==> src/rtl/pat_det_sched.sv <==
// pat_det_sched: round-robin scheduler sharing one serial pattern-detector engine among NCH channels.
// Each job flushes the engine, shifts the word MSB-first, drains HIT_LAT cycles and reports the hit count.
module pat_det_sched #(
  parameter int NCH     = 4,
  parameter int WIDTH   = 8,
  parameter int HIT_LAT = 2,
  parameter int CW      = $clog2(WIDTH + 1)
) (
  input  logic                     clk_i,
  input  logic                     rst_i,
  input  logic                     enable_i,
  input  logic [NCH-1:0]           req_i,
  input  logic [NCH*WIDTH-1:0]     data_i,
  output logic [NCH-1:0]           gnt_o,
  output logic                     busy_o,
  output logic                     done_o,
  output logic [$clog2(NCH)-1:0]   done_id_o,
  output logic [CW-1:0]            match_cnt_o,
  output logic                     det_rst_o,
  output logic                     det_valid_o,
  output logic                     det_d_o,
  input  logic                     det_hit_i
);
  localparam int IW = $clog2(NCH);
  localparam int MX = WIDTH > HIT_LAT ? WIDTH : HIT_LAT;
  localparam int TW = $clog2(MX) > 0 ? $clog2(MX) : 1;

  typedef enum logic [4:0] {
    IDLE  = 5'b00001,
    FLUSH = 5'b00010,
    SHIFT = 5'b00100,
    DRAIN = 5'b01000,
    DONE  = 5'b10000
  } state_t;

  state_t state, nxt;
  logic [IW-1:0] last_gnt, id, win, idx;
  logic [WIDTH-1:0] sreg;
  logic [TW-1:0] cnt;
  logic [CW-1:0] hits, hits_nxt;
  logic found, run;

  // search starts one past the last grant and wraps
  always_comb begin
    win = last_gnt;
    idx = last_gnt;
    found = 1'b0;
    for (int i = 1; i <= NCH; i++) begin
      idx = IW'((int'(last_gnt) + i) % NCH);
      if (!found && req_i[idx]) begin
        found = 1'b1;
        win = idx;
      end
    end
  end

  always_comb begin
    nxt = state;
    case (state)
      IDLE:    nxt = enable_i && found ? FLUSH : IDLE;
      FLUSH:   nxt = SHIFT;
      SHIFT:   nxt = cnt == TW'(WIDTH - 1) ? DRAIN : SHIFT;
      DRAIN:   nxt = cnt == TW'(HIT_LAT - 1) ? DONE : DRAIN;
      DONE:    nxt = IDLE;
      default: nxt = IDLE;
    endcase
  end

  assign run = state == SHIFT || state == DRAIN;
  assign hits_nxt = state == IDLE ? '0 :
                    (run && det_hit_i && hits != CW'(WIDTH)) ? hits + 1'b1 : hits;

  // outputs are registered from the next state so nothing reaches them combinationally
  always_ff @(posedge clk_i or negedge rst_i) begin
    if (!rst_i) begin
      state       <= IDLE;
      last_gnt    <= IW'(NCH - 1);
      id          <= '0;
      sreg        <= '0;
      cnt         <= '0;
      hits        <= '0;
      gnt_o       <= '0;
      busy_o      <= 1'b0;
      done_o      <= 1'b0;
      done_id_o   <= '0;
      match_cnt_o <= '0;
      det_rst_o   <= 1'b1;
      det_valid_o <= 1'b0;
      det_d_o     <= 1'b0;
    end else begin
      state       <= nxt;
      cnt         <= run && nxt == state ? cnt + 1'b1 : '0;
      hits        <= hits_nxt;
      sreg        <= state == IDLE ? data_i[int'(win)*WIDTH +: WIDTH] :
                     nxt == SHIFT ? sreg << 1 : sreg;
      if (state == IDLE && nxt == FLUSH) begin
        id       <= win;
        last_gnt <= win;
      end
      gnt_o       <= nxt == IDLE ? '0 : state == IDLE ? NCH'(1) << win : gnt_o;
      busy_o      <= nxt != IDLE;
      done_o      <= nxt == DONE;
      det_rst_o   <= nxt == FLUSH;
      det_valid_o <= nxt == SHIFT;
      det_d_o     <= nxt == SHIFT && sreg[WIDTH-1];
      if (nxt == DONE) begin
        done_id_o   <= id;
        match_cnt_o <= hits_nxt;
      end
    end
  end
endmodule

==> config.mk <==
export PLATFORM = sky130hd
export DESIGN_NAME = pat_det_sched
export DESIGN_NICKNAME = d
export VERILOG_FILES = /design/src/rtl/pat_det_sched.sv
export SDC_FILE = /design/constraint.sdc
export NUM_CORES = 1
export LEC_CHECK = 0
export ABC_AREA = 1
export CAP_MARGIN = 20
export CELL_PAD_IN_SITES_DETAIL_PLACEMENT = 1
export CELL_PAD_IN_SITES_GLOBAL_PLACEMENT = 1
export CORE_MARGIN = 5
export CORE_UTILIZATION = 32
export CTS_CLUSTER_SIZE = 25
export DETAILED_ROUTE_END_ITERATION = 8
export GPL_ROUTABILITY_DRIVEN = 0
export GPL_TIMING_DRIVEN = 1
export PLACE_DENSITY = 0.85
export REMOVE_ABC_BUFFERS = 1
export SKIP_LAST_GASP = 1
export SYNTH_ARGS = -nofsm -noshare
export SYNTH_HDL_FRONTEND = slang
export SYNTH_SLANG_ARGS = --single-unit
==> constraint.sdc <==
create_clock -name clk_i -period 1.6 [get_ports clk_i]
set_input_delay 0.16 -clock clk_i [delete_from_list [all_inputs] [get_ports clk_i]]
set_output_delay 0.16 -clock clk_i [all_outputs]
set_load 0.03 [all_outputs]
==> results of run 1 <==
sequential cells by signal (all words and copies together), names as in the netlist:
register	flops
state	5
cnt	3
det_valid_o	1
det_d_o	1
gnt_o	4
det_rst_o	1
sreg	8
id	2
match_cnt_o	4
done_id_o	2
hits	4
last_gnt	2
done_o	1
busy_o	1
worst max-delay path: stages, from the launching register on:
cell and delay, ns:
dfstp_2 0.62, inv_6 0.09, nand2_2 0.11, nand2_4 0.08
nand2_4 0.10, nand2_8 0.07, inv_6 0.10, nand3_4 0.13
buf_12 0.17, nand3b_1 0.08, nand2_1 0.10, nand2_1 0.11
nand3_2 0.08, a21oi_2 0.12
worst min path at each step:
stage | startpoint | endpoint | slack, ns | cells past startpoint
floorplan | rst_i | busy_o$_DFF_PN0_ | -0.14 | 0
global placement | rst_i | match_cnt_o[3]$_DFFE_PN0P_ | 0.13 | 1
detailed placement | rst_i | match_cnt_o[3]$_DFFE_PN0P_ | 0.14 | 1
CTS | rst_i | hits[2]$_DFF_PN0_ | 0.37 | 2
global route | rst_i | match_cnt_o[2]$_DFFE_PN0P_ | 0.38 | 2
finish | rst_i | match_cnt_o[2]$_DFFE_PN0P_ | 0.36 | 2
stage by stage:
step / utilization (%) / setup WS (ns) / TNS (ns) / hold WS, ns
2_1_floorplan: - / -0.3665 / -5.269 / -0.1356
3_3_place_gp: 45.35 / -0.3021 / -4.301 / 0.1278
3_5_place_dp: 45.35 / -0.3866 / -6.066 / 0.1363
4_1_cts: 51.56 / -0.3042 / -4.402 / 0.3702
5_1_grt: 56.94 / -0.5599 / -10.35 / 0.3843
6_report: 56.94 / -0.4615 / -7.553 / 0.3571
repair_timing:
| action | in CTS | in global routing |
|---|---|---|
| endpoints found under the hold margin | 18 | 0 |
| setup endpoints to repair | 27 | 28 |
| setup buffers | 11 | 14 |
| gates resized for setup | 68 | 74 |
| hold buffers | 1 | 0 |
| pin swaps | 23 | 24 |
| gates cloned | 0 | 1 |
synth_stat cells (3+ instances only):
cell / instances
nand2_1: 77
buf_4: 3
nand2_2: 11
nor3_1: 4
nand4_1: 5
o21ai_1: 3
inv_1: 32
a21oi_1: 10
nand3_1: 57
ha_1: 5
dfstp_2: 4
nand2_4: 9
o21ai_0: 11
nor2_1: 18
dfrtp_1: 35
power by group:
part           total, mW  internal [mW]  switching [mW]
logic               6.89           2.76            4.13
registers           1.49           1.30           0.198
clock network      0.670          0.305           0.365
total               9.05           4.36            4.69
final cells by class:
type / instances / area [sq um] / area share, %
Multi-Input combinational cell: 222 / 1654 / 40.70
Timing Repair Buffer: 111 / 1067 / 26.26
Sequential cell: 39 / 980.9 / 24.14
Inverter: 36 / 152.6 / 3.756
Tap cell: 99 / 123.9 / 3.048
Clock buffer: 6 / 72.57 / 1.786
Clock inverter: 2 / 12.51 / 0.3079
per-layer routing:
metal,GRT usage (%),wire [microns],vias up
met5,0,0,-
met4,7.452,277,0
met3,3.473,392,22
met2,34.99,5591,81
met1,20.72,3599,1310
li1,-,-,1214
cells by family (layout without fill, tap and decap cells):
group | Yosys count | count (layout) | share of synthesized area, %
AO/OA/AOI/OAI | 30 | 30 | 7.120
adder cells (fa/ha/maj) | 5 | 5 | 2.697
buffers and inverters | 44 | 155 | 8.414
flip-flops | 39 | 39 | 42.29
AND/OR/NAND/NOR | 186 | 187 | 39.48
==> results.cfg, run 1 <==
[status]
status = complete, but fails checks
violations = setup timing

[logic_synthesis]
synth_warnings = 0
avgSynthCellArea_sq_um = 7.631
ys.flop_type = dfrtp_1
synth_top_area_cell = dfrtp_1
synth_edf_count = 0
netlist.area_leader.share_pct = 37.76
synth_cell_types = 33
ys_seq_area_share_pct = 42.29
syn_inst = 304
ys_ff_latch = 39
async_flop_share_pct = 100.0
syn_area_sq_um = 2320
synthTopCellsByArea = dfrtp_1 (38%), nand2_1 (12%), nand3_1 (12%)

[final_layout]
final_common_cell = nand2_1
final_cells = 515
nNetsFinal = 460
final_cell_area_sq_um = 4064
fill_cells = 836
diodes = 0
drive_above_1_share_pct = 43.99
final_cell_mix = nand2_1 (53), clkdlybuf4s50_1 (52), buf_4 (45)
syn_to_final_growth_pct = 75.19

[sta]
layout_setup_ws_ns = -0.4615
finalCriticalPeriod_ns = 2.062
fmax_mhz = 485.1
fin_crit_sh_pct = 128.8
final_max_slew_viol_count = 0
setup-violations-final = 27
finalHoldViolations = 0
rsz0062_at_grt = true
fin_worst_skew_ns = 0.006594
slew_headroom_pct = 68.57
tightest_slew_ns = 0.4714

[floorplan]
initial_core_util_pct = 32.50
die_x_microns = 95.14
core-area_sq_um = 7137
die_h_microns = 95.14
dieArea_sq_um = 9052
ios = 55
rows = 31

[clocking]
cts_buffer_depth = 2
cts-htree-levels = 2
clockRootBuffer = clkbuf_8
cts_sinks = 39
clk_pin_slew_ns = 0.08
numCtsBuffers = 5
clock_latency_ns = 0.29
cts_tree = yes

[power]
powerDensity_nw_per_um2 = 2228
finalPower_mw = 9.053
leakage_nw = 1.907
max-vdd-ir-drop_mv = 1.586

[global_route]
grt_max_degree = 22
grt_pass1_wl_microns = 13280
antenna_found_initial = 0
grt_pass1_vias = 2822
track_usage_pct = 18.74
overflow = 0

[critical_path]
crit_fanout = 14
worstSetupEndpointType = flop
cp.required_ns = 1.83
r2r-end = sreg[1]$_DFFE_PN0P_
r2r_start = last_gnt[0]$_DFFE_PN1P_
regToRegSetupSlack_ns = -0.46
worstPathArrival_ns = 2.29
worstSetupPathType = reg2reg
endpoint = sreg[1]$_DFFE_PN0P_
cp-start-kind = flop
reg2reg_depth = 13
setup.worst_path.start = last_gnt[0]$_DFFE_PN1P_

[place]
io_buffers = 54
placed_area_sq_um = 3237
dp.cells = 481
dp_hpwl_microns = 5479

[detailed_routing]
vias_per_cell = 5.101
drt-total-wl_microns = 9860
drt_iter0_markers = 93
drtAntennaViolNets = 0
detail_route.wl_per_cell_microns = 19.15
drtPass1Iterations = 4
drc = 0
vias = 2627

[flow_run]
maxCapViolations = 0

[min_path]
hold_path.class = in2async
No activity file was read; power rests on OpenSTA's default activity.
==> inputs of run 2 (changes only) <==
CELL_PAD_IN_SITES_GLOBAL_PLACEMENT = 2   (was 1)
CORE_UTILIZATION = 25   (was 32)
==> run 2 against run 1 <==
  * The run still ends with setup timing left
  * Sequential power hardly changed
  * Combinational power is 18% lower
  * Sequential share of layout area increased by 2.0 points
  * Clock power grew 10%
  * Cell area decreased by 7.5%
  * Via count shrank 8.8%
  * Largest cell class unchanged
==> results.cfg, run 2 (synthesis gave the netlist of run 1 again) <==
[critical_path]
regToRegSetupSlack_ns = -0.41
worstPathArrival_ns = 2.24
reg2reg_depth = 12
cpLargestDelayFamily = simple AND/OR/NAND/NOR gates
crit_fanout = 7
crit_top_cell = nand2_4
r2r_start = last_gnt[0]$_DFFE_PN1P_
max_stage_delay_ns = 0.66
cp-start-kind = flop
worst-path-buf-inv = 2
cp_slowest_cell = dfstp_2
worstSetupEndpointType = flop
cp_cell_sequence = buf_6 > nand2_4 > nand2_4 > nand2_4 > nand2_8 > nor2_4 > buf_6 > nand4_1 > nand2_2 > nor2_4 > nand2_4 > o21ai_2
r2r-end = gnt_o[3]$_DFFE_PN0P_
cp.required_ns = 1.82
worstSetupPathType = reg2reg

[status]
violations = setup timing
status = complete, but fails checks

[sta]
fin_worst_skew_ns = 0.006313
fmax_mhz = 497.0
setup-violations-final = 21
layout_setup_ws_ns = -0.4122
rsz0062_at_grt = true
fin_crit_sh_pct = 125.8
finalHoldViolations = 0
final_max_slew_viol_count = 0
slew_headroom_pct = 65.77
finalCriticalPeriod_ns = 2.012
tightest_slew_ns = 0.5135
fin_tns_setup_ns = -7.082

[place]
dp_hpwl_microns = 5419
dp_worst_setup_slack_ns = -0.5410
io_buffers = 54
dp.cells = 494

[floorplan]
initial_core_util_pct = 25.35
core-area_sq_um = 9153
rows = 35
die_x_microns = 106.3
ios = 55
die_h_microns = 106.3
dieArea_sq_um = 11310

[power]
leakage_nw = 1.786
power.internal_mw = 4.076
power.share.sequential_pct = 18.9
p_switching_mw = 3.832
finalPower_mw = 7.908
max-vdd-ir-drop_mv = 0.8908
p_comb_share_pct = 71.7
swShare_pct = 48.46
powerDensity_nw_per_um2 = 2103
p_clk_share_pct = 9.3

[detailed_routing]
detail_route.wl_per_cell_microns = 14.89
drtAntennaViolNets = 0
met1Wirelength_microns = 3320
dr_wl_met2_microns = 3982
dr.max_layer_used = met4
vias = 2396
drc = 0
drt-total-wl_microns = 7699
drtPass1Iterations = 4
met3_length_microns = 314
vias_per_cell = 4.634
drt_iter0_markers = 46

[clocking]
clock_latency_ns = 0.29
cts_sinks = 39
clockRootBuffer = clkbuf_8
numCtsBuffers = 5
clk_pin_slew_ns = 0.08
cts_buffer_depth = 2
cts-htree-levels = 2
cts_tree = yes

[global_route]
antenna_found_initial = 0
grt_pass1_vias = 2600
overflow = 0
grt_pass1_wl_microns = 12530
track_usage_pct = 13.79
grt_max_degree = 40

[final_layout]
reg.largest.list = sreg: 8 flops, state: 5 flops
multi_input_area_sq_um = 1433
drive_above_1_share_pct = 34.24
final_cell_mix = nand2_1 (60), clkdlybuf4s50_1 (52), nand3_1 (48)
top_register = sreg
largest_reg_flops = 8
final_cells = 517
final_common_cell = nand2_1
area.sequential_sq_um = 980.9
nNetsFinal = 450
fill_cells = 1095
diodes = 0
syn_to_final_growth_pct = 62.08

[flow_run]
maxCapViolations = 0

[min_path]
hold_path.class = in2async
==> run 2: cell count changes in the layout (fill, tap and decap cells not counted), sizes merged <==
cell      change
buf          -11
clkbuf        +3
clkinv        -1
clkinvlp      -1
==> run 2: cell type report <==
| type | instances | area share (%) |
|---|---|---|
| sequential | 39 | 26.09 |
| clock buffer | 8 | 2.662 |
| tap | 111 | 3.694 |
| multi-input combinational | 222 | 38.10 |
| timing repair buffer | 101 | 25.59 |
| inverter | 36 | 3.860 |
==> run 2: how the worst max path moves through the flow <==
stage                                       start                   end  slack [ns]  depth (start not counted)
after floorplan                state[0]$_DFF_PN1_   sreg[1]$_DFFE_PN0P_       -0.37                          7
after global placement                   req_i[2]   sreg[5]$_DFFE_PN0P_       -0.44                         12
final                     last_gnt[0]$_DFFE_PN1P_  gnt_o[3]$_DFFE_PN0P_       -0.41                         12
after CTS                 last_gnt[0]$_DFFE_PN1P_   sreg[5]$_DFFE_PN0P_       -0.38                         13
after global routing      last_gnt[0]$_DFFE_PN1P_   sreg[1]$_DFFE_PN0P_       -0.53                         14
after detailed placement  last_gnt[0]$_DFFE_PN1P_   sreg[5]$_DFFE_PN0P_       -0.54                         11
==> run 2: worst min-delay path, stage by stage <==
cell and delay (ns):
dlygate4sd3_1 0.53, buf_2 0.10, buf_4 0.43
==> run 2: stage by stage <==
step	area, sq um	util (%)	hold slack (ns)
after CTS	3497	38.21	0.4844
after global routing	3760	41.08	0.5007
final	3760	41.08	0.4787
after global placement	3209	35.06	0.2499
after detailed placement	3209	35.06	0.2654
after floorplan	2262	-	-0.1356
==> run 2: power by group through the flow <==
stage / logic (mW) / registers [mW] / clock network [mW]
floorplan: 2.47 / 1.59 / 0
global placement: 4.22 / 1.48 / 0
detailed placement: 4.36 / 1.49 / 0
CTS: 4.86 / 1.49 / 0.775
global route: 6.26 / 1.54 / 0.818
finish: 5.67 / 1.50 / 0.739
==> run 2: repair_timing <==
action / CTS / global route
hold buffers: 1 / 0
endpoints found under the setup margin: 27 / 30
cloned: 0 / 2
buffers inserted: 6 / 8
hold endpoints to repair: 35 / 0
resized for setup: 37 / 60
pin swaps: 17 / 24
==> run 2: layer usage <==
layer	vias to the layer above	GRT usage [%]
li1	1195	-
met1	1144	16.50
met2	50	24.30
met3	7	3.339
met4	0	4.255
met5	-	0
